==> src/rtl/cv32e40p_pkg.sv <==
// Shared types for the TMR fault monitor: FSM state encoding and the event record layout.
package cv32e40p_pkg;

  // Record field widths match the monitor's default geometry (4 sources, 16-bit timestamp).
  localparam int TMR_NUM_SOURCES = 4;
  localparam int TMR_CNT_WIDTH   = 16;

  typedef enum logic [1:0] {
    IDLE    = 2'd0,
    MONITOR = 2'd1,
    ALARM   = 2'd2
  } tmr_state_e;

  typedef struct packed {
    logic [TMR_NUM_SOURCES-1:0] mask;
    logic [TMR_CNT_WIDTH-1:0]   tstamp;
  } tmr_evt_t;

endpackage

==> src/rtl/cv32e40p_tmr_evt_fifo.sv <==
// Shift-register event FIFO; entry 0 is always the head, so the read data is a plain register.
module cv32e40p_tmr_evt_fifo
  import cv32e40p_pkg::*;
#(
  parameter int  DEPTH = 4,
  parameter type rec_t = tmr_evt_t
) (
  input  logic clk,
  input  logic rst_n,
  input  logic clr,
  input  logic push,
  input  logic pop,
  input  rec_t wdata,
  output rec_t rdata,
  output logic full,
  output logic empty
);

  localparam int CW = $clog2(DEPTH) + 1;

  rec_t           mem_q [DEPTH];
  rec_t           mem_d [DEPTH];
  logic [CW-1:0]  cnt_q;
  logic [CW-1:0]  cnt_d;
  logic [CW-1:0]  wr_idx;
  logic           do_pop;
  logic           do_push;

  assign empty   = (cnt_q == '0);
  assign full    = (cnt_q == CW'(DEPTH));
  assign do_pop  = pop && !empty;
  assign do_push = push && (!full || do_pop);
  assign rdata   = mem_q[0];

  // Vacated slots are refilled with zero so an empty FIFO presents an all-zero head.
  always_comb begin
    mem_d  = mem_q;
    wr_idx = cnt_q - CW'(do_pop);
    cnt_d  = cnt_q + CW'(do_push) - CW'(do_pop);
    if (do_pop) begin
      for (int i = 0; i < DEPTH - 1; i++) mem_d[i] = mem_q[i+1];
      mem_d[DEPTH-1] = '0;
    end
    for (int i = 0; i < DEPTH; i++) begin
      if (do_push && (wr_idx == CW'(i))) mem_d[i] = wdata;
    end
    if (clr) begin
      for (int i = 0; i < DEPTH; i++) mem_d[i] = '0;
      cnt_d = '0;
    end
  end

  always_ff @(posedge clk or negedge rst_n) begin
    if (!rst_n) begin
      for (int i = 0; i < DEPTH; i++) mem_q[i] <= '0;
      cnt_q <= '0;
    end else begin
      for (int i = 0; i < DEPTH; i++) mem_q[i] <= mem_d[i];
      cnt_q <= cnt_d;
    end
  end

endmodule

==> src/rtl/cv32e40p_tmr_fault_monitor.sv <==
// Collects TMR voter mismatch flags into timestamped event records, sticky/persistent flags and an alarm FSM.
//   state   | meaning
//   IDLE    | monitoring disabled or just cleared
//   MONITOR | enabled, no persistent source seen
//   ALARM   | a source stayed faulty long enough; left only via clear_i
module cv32e40p_tmr_fault_monitor
  import cv32e40p_pkg::*;
#(
  parameter int NUM_SOURCES    = TMR_NUM_SOURCES,
  parameter int FIFO_DEPTH     = 4,
  parameter int CNT_WIDTH      = TMR_CNT_WIDTH,
  parameter int PERSIST_THRESH = 3
) (
  input  logic                   clk,
  input  logic                   rst_n,
  input  logic                   enable_i,
  input  logic [NUM_SOURCES-1:0] faulty_i,
  input  logic                   clear_i,
  output logic                   evt_valid_o,
  input  logic                   evt_ready_i,
  output logic [NUM_SOURCES-1:0] evt_mask_o,
  output logic [CNT_WIDTH-1:0]   evt_time_o,
  output logic [NUM_SOURCES-1:0] sticky_o,
  output logic [CNT_WIDTH-1:0]   fault_cnt_o,
  output logic [NUM_SOURCES-1:0] persistent_o,
  output logic                   overflow_o,
  output logic                   alarm_o
);

  localparam int RW = $clog2(PERSIST_THRESH + 1);

  tmr_state_e             state_q, state_d;
  logic [CNT_WIDTH-1:0]   ts_q;
  logic [CNT_WIDTH-1:0]   fault_cnt_q;
  logic [NUM_SOURCES-1:0] prev_q;
  logic [NUM_SOURCES-1:0] sticky_q;
  logic [NUM_SOURCES-1:0] persist_q;
  logic [NUM_SOURCES-1:0] persist_d;
  logic [RW-1:0]          run_q [NUM_SOURCES];
  logic [RW-1:0]          run_d [NUM_SOURCES];
  logic                   ovf_q;
  logic                   capture;
  logic                   pop;
  logic                   full;
  logic                   empty;
  tmr_evt_t               push_rec;
  tmr_evt_t               head_rec;

  // A capture fires on every change to a non-zero mask, not on every faulty cycle.
  assign capture  = enable_i && (faulty_i != '0) && (faulty_i != prev_q) && !clear_i;
  assign pop      = !empty && evt_ready_i;
  assign push_rec = '{mask: faulty_i, tstamp: ts_q};

  cv32e40p_tmr_evt_fifo #(
    .DEPTH (FIFO_DEPTH),
    .rec_t (tmr_evt_t)
  ) u_evt_fifo (
    .clk   (clk),
    .rst_n (rst_n),
    .clr   (clear_i),
    .push  (capture),
    .pop   (pop),
    .wdata (push_rec),
    .rdata (head_rec),
    .full  (full),
    .empty (empty)
  );

  assign evt_valid_o  = !empty;
  assign evt_mask_o   = head_rec.mask;
  assign evt_time_o   = head_rec.tstamp;
  assign sticky_o     = sticky_q;
  assign fault_cnt_o  = fault_cnt_q;
  assign persistent_o = persist_q;
  assign overflow_o   = ovf_q;

  always_comb begin
    persist_d = persist_q;
    for (int i = 0; i < NUM_SOURCES; i++) begin
      run_d[i] = '0;
      if (enable_i && faulty_i[i]) begin
        run_d[i] = (run_q[i] == RW'(PERSIST_THRESH)) ? run_q[i] : run_q[i] + RW'(1);
      end
      if (run_d[i] == RW'(PERSIST_THRESH)) persist_d[i] = 1'b1;
    end
  end

  always_ff @(posedge clk or negedge rst_n) begin
    if (!rst_n) begin
      ts_q        <= '0;
      fault_cnt_q <= '0;
      prev_q      <= '0;
      sticky_q    <= '0;
      persist_q   <= '0;
      ovf_q       <= 1'b0;
      for (int i = 0; i < NUM_SOURCES; i++) run_q[i] <= '0;
    end else begin
      ts_q <= ts_q + CNT_WIDTH'(1);
      if (clear_i) begin
        fault_cnt_q <= '0;
        prev_q      <= '0;
        sticky_q    <= '0;
        persist_q   <= '0;
        ovf_q       <= 1'b0;
        for (int i = 0; i < NUM_SOURCES; i++) run_q[i] <= '0;
      end else begin
        prev_q    <= faulty_i;
        persist_q <= persist_d;
        for (int i = 0; i < NUM_SOURCES; i++) run_q[i] <= run_d[i];
        if (capture) begin
          sticky_q <= sticky_q | faulty_i;
          if (fault_cnt_q != '1) fault_cnt_q <= fault_cnt_q + CNT_WIDTH'(1);
          if (full && !pop) ovf_q <= 1'b1;
        end
      end
    end
  end

  always_ff @(posedge clk or negedge rst_n) begin
    if (!rst_n) state_q <= IDLE;
    else        state_q <= state_d;
  end

  always_comb begin
    state_d = state_q;
    case (state_q)
      IDLE:    if (enable_i) state_d = MONITOR;
      MONITOR: begin
        if (!enable_i)            state_d = IDLE;
        else if (persist_d != '0) state_d = ALARM;
      end
      ALARM:   state_d = ALARM;
      default: state_d = IDLE;
    endcase
    if (clear_i) state_d = IDLE;
  end

  always_comb begin
    alarm_o = 1'b0;
    if (state_q == ALARM) alarm_o = 1'b1;
  end

endmodule

==> config.mk <==
export PLATFORM = sky130hd
export DESIGN_NAME = cv32e40p_tmr_fault_monitor
export DESIGN_NICKNAME = d
export VERILOG_FILES = /design/src/rtl/cv32e40p_pkg.sv /design/src/rtl/cv32e40p_tmr_evt_fifo.sv /design/src/rtl/cv32e40p_tmr_fault_monitor.sv
export SDC_FILE = /design/constraint.sdc
export NUM_CORES = 1
export LEC_CHECK = 0
export CORE_UTILIZATION = 52
export CTS_CLUSTER_SIZE = 20
export DETAILED_ROUTE_END_ITERATION = 12
export PLACE_DENSITY = 0.82
export SETUP_SLACK_MARGIN = 0.15
export SKIP_LAST_GASP = 1
export SLEW_MARGIN = 20
export SYNTH_ARGS = -nofsm -noshare
export SYNTH_HDL_FRONTEND = slang
export SYNTH_SLANG_ARGS = --single-unit
==> constraint.sdc <==
create_clock -name clk -period 2.61 [get_ports clk]
set_clock_uncertainty 0.15 [all_clocks]
set_input_delay 0.522 -clock clk [delete_from_list [all_inputs] [get_ports clk]]
set_output_delay 0.522 -clock clk [all_outputs]
set_load 0.1 [all_outputs]
==> impl_metrics.py <==
metrics = {
    "routing": {
        "drt-met1-wl_mm": 7.45,
        "vias": 5742,
        "first_iter_violations": 778,
        "met2_length_mm": 10.4,
        "drt-wirelength-per-cell_um": 24.6,
        "route.detailed.drc": 0,
        "dr.max_layer_used": "met5",
        "met3_wirelength_mm": 1.82,
        "vias_per_cell": 6.76,
        "routed_wirelength_mm": 20.9,
        "antenna_left": 0,
        "drt-pass1-iter-count": 8,
    },
    "logic_synthesis": {
        "yosys-top-cells-area": "sky130_fd_sc_hd__dfrtp_1 54%, sky130_fd_sc_hd__a221oi_1 8.3%, sky130_fd_sc_hd__a21oi_1 6.2%",
        "synth_top_cell_by_area": "sky130_fd_sc_hd__dfrtp_1",
        "async_flop_share": 1.00,
        "edff_count_synth": 0,
        "syn-cell-area_um2": 6340,
        "postSynthNetCount": 621,
        "syn-instance-count": 605,
        "yosys_register_bits": 138,
        "yosysTopAreaCellShare": 0.545,
        "yosys_most_used_dff": "sky130_fd_sc_hd__dfrtp_1",
        "synthesis.yosys.warnings": 0,
        "synth.lib_cells_used.distinct": 43,
        "synth.avg_cell_area_um2": 10.5,
        "ys_seq_area_frac": 0.545,
    },
    "cts": {
        "numCtsBuffers": 17,
        "cts-root-buf": "sky130_fd_sc_hd__clkbuf_16",
        "tritoncts": "yes",
        "clock_latency_ns": 0.44,
        "cts.htree.levels": 4,
        "cts_buffer_depth": 2,
        "numClockSinks": 138,
        "cts.clk_slew.worst_paths_ns": 0.06,
    },
    "layout": {
        "layout_commonest_cell": "sky130_fd_sc_hd__dfrtp_1",
        "postLayoutCoreUtil": 0.746,
        "num-nets-final": 711,
        "stdcell_count": 849,
        "mostFrequentLayoutCells": "128 x sky130_fd_sc_hd__dfrtp_1, 88 x sky130_fd_sc_hd__buf_4, 65 x sky130_fd_sc_hd__a21oi_1",
        "area_growth_pct": 37.2,
        "share_of_final_layout_standard_cells_stronger_than_drive_strength_1": 0.339,
        "design_area_um2": 8700,
        "n_antenna_cell": 0,
    },
    "global_routing": {
        "number_of_antenna_violations_at_the_first_check_in_global_routing": 1,
        "pin_count_of_the_biggest_net_entering_global_routing": 75,
        "vias_in_the_first_global_route": 5600,
        "grt_use_total": 0.300,
        "grt_first_pass_wirelength_mm": 28.8,
        "grt-ovfl-total": 0,
    },
    "placement": {
        "post-place-cells": 785,
        "buffer_ports.inserted": 55,
        "postPlaceCellArea_um2": 7170,
        "dp.final_hpwl_mm": 9.35,
        "gp_routability_congestion": 0.841,
    },
    "hold_path": {
        "worst_hold_path_type": "flop to flop",
    },
    "power": {
        "p_int_mw": 5.65,
        "switching_share": 0.413,
        "total_power_consumption_mw": 9.62,
        "static_leakage_power_nw": 3.90,
        "clockPowerShare": 0.265,
        "power_density_nw_per_um2": 1110,
        "share_seq_of_total_power": 0.297,
        "p_switching_mw": 3.97,
        "p_comb_frac": 0.438,
        "vdd.ir_drop.worst_mv": 0.793,
    },
    "sta": {
        "max_slew_headroom": 0.388,
        "period_share": 1.15,
        "final-max-slew-violation-count": 0,
        "final_hold_viol_count": 0,
        "max_freq_mhz": 334,
        "finalWorstPathRequiredPeriod_ns": 2.99,
        "rsz0062_at_grt": "true",
        "max_slew.worst_pin.slew_ns": 0.916,
        "final_ws_setup_ns": -0.384,
        "setup_violations": 80,
    },
    "floorplanning": {
        "die_y_um": 112,
        "coreArea_um2": 11700,
        "initial_core_util": 0.543,
        "chipWidth_um": 112,
        "rows": 39,
        "full_die_area_um2": 12600,
        "top_level_ports": 56,
    },
    "critical_path": {
        "critPathKind": "flop to flop",
        "worst_setup_path_start_kind": "flop",
        "arrival_ns": 3.16,
        "critical_path_endpoint_category": "flop",
        "crit_required_ns": 2.77,
        "timing.critical_path.fanout_max": 8,
    },
    "job": {
        "maxCapViolations": 0,
    },
    "run_status": {
        "status": "finished, violations left",
        "violations": "negative setup slack",
    },
}
[stage by stage]
step	hold WS [ns]	TNS (ns)	worst slack, ns
after floorplan	0.0764	-8.25	-0.170
after global placement	0.281	-18.41	-0.396
after detailed placement	0.299	-22.17	-0.520
after CTS	0.307	-2.85	-0.0985
after global routing	0.321	-24.36	-0.658
final	0.320	-16.67	-0.384
[path summary, 6_finish.rpt]
| check | from | end | slack, ns | cells after the start |
|---|---|---|---|---|
| worst max-delay path | u_evt_fifo.cnt_q[0] | u_evt_fifo.mem_q[45] | -0.38 | 11 |
| worst min-delay path | run_q[2] | run_q[2] | 0.32 | 1 |
| worst max register to register | u_evt_fifo.cnt_q[0] | u_evt_fifo.mem_q[45] | -0.38 | 11 |
| worst min register to register | run_q[2] | run_q[2] | 0.32 | 1 |
| max in group asynchronous | rst_n | ts_q[14] | 1.15 | 3 |
| min in group asynchronous | rst_n | fault_cnt_o[8] | 0.46 | 2 |
[area by class of cell]
type / count / area [um2]
Sequential cell: 138 / 3470
Fill cell: 654 / 2970
Multi-Input combinational cell: 385 / 2890
Timing Repair Buffer: 132 / 1470
Clock buffer: 21 / 460
Tap cell: 143 / 179
Clock inverter: 9 / 148
Inverter: 21 / 81.3
[cells by family after synthesis]
| logic type | after synthesis | synth area share |
|---|---|---|
| AOI/OAI and AO/OA | 172 | 0.177 |
| xor gates and xnor gates | 23 | 0.0318 |
| adders and majority gates | 7 | 0.0150 |
| buffers and inverters | 82 | 0.0671 |
| DFF | 138 | 0.545 |
| muxes | 8 | 0.0130 |
| and+or+nand+nor | 175 | 0.152 |
[metal layers]
metal	GRT usage	up-vias
li1	-	2351
met1	0.344	2848
met2	0.508	428
met3	0.0756	113
met4	0.183	2
met5	0	-
[power by group through the flow]
| stage | clock, mW | combinational [mW] | sequential [mW] |
|---|---|---|---|
| after floorplan | 0 | 2.63 | 2.80 |
| after detailed placement | 0 | 3.26 | 2.80 |
| after global placement | 0 | 3.18 | 2.78 |
| after CTS | 2.51 | 3.76 | 2.78 |
| after global routing | 2.65 | 4.36 | 2.87 |
| final | 2.55 | 4.22 | 2.85 |
[cells in the mapped netlist (all sizes together) (3+ instances only)]
cell and n:
o31ai 3, nor4 3, nand2b 22, and3 7, a21oi 78, ha 6
nor4b 5, nand2 55, or3 7, a221oi 60, mux2i 6, nor2b 9
a31oi 4, nand4 10, buf 40, o21ai 24, clkbuf 21, xor2 4
nor2 28, nand3 13, dfrtp 138, nor3 3, inv 21, or4 5
xnor2 19
[state kept, by name, indices dropped and copies added (netlist names)]
register,count
overflow_o,1
ts_q,16
u_evt_fifo.mem_q,60
state_q,2
persistent_o,4
sticky_o,4
u_evt_fifo.rdata,20
prev_q,4
u_evt_fifo.cnt_q,3
run_q,8
fault_cnt_o,16
[critical path: stages, from the launching register on]
cell and delay (ns):
sky130_fd_sc_hd__dfrtp_1 0.39, sky130_fd_sc_hd__or3_4 0.40, sky130_fd_sc_hd__and2_4 0.16, sky130_fd_sc_hd__ha_4 0.17, sky130_fd_sc_hd__ha_4 0.17, sky130_fd_sc_hd__xnor2_4 0.15
sky130_fd_sc_hd__nand3b_1 0.18, sky130_fd_sc_hd__nor4b_4 0.42, sky130_fd_sc_hd__buf_6 0.19, sky130_fd_sc_hd__buf_16 0.15, sky130_fd_sc_hd__a221oi_4 0.05, sky130_fd_sc_hd__a21oi_2 0.28
[timing repair]
item / in CTS / in global routing
hold buffers: 1 / 0
endpoints found under the setup margin: 82 / 81
buffers inserted: 16 / 3
gates resized for setup: 38 / 47
pin swaps: 12 / 5
hold endpoints to repair: 31 / 0
cloned: 9 / 5
No activity file was read; power rests on OpenSTA's default activity.
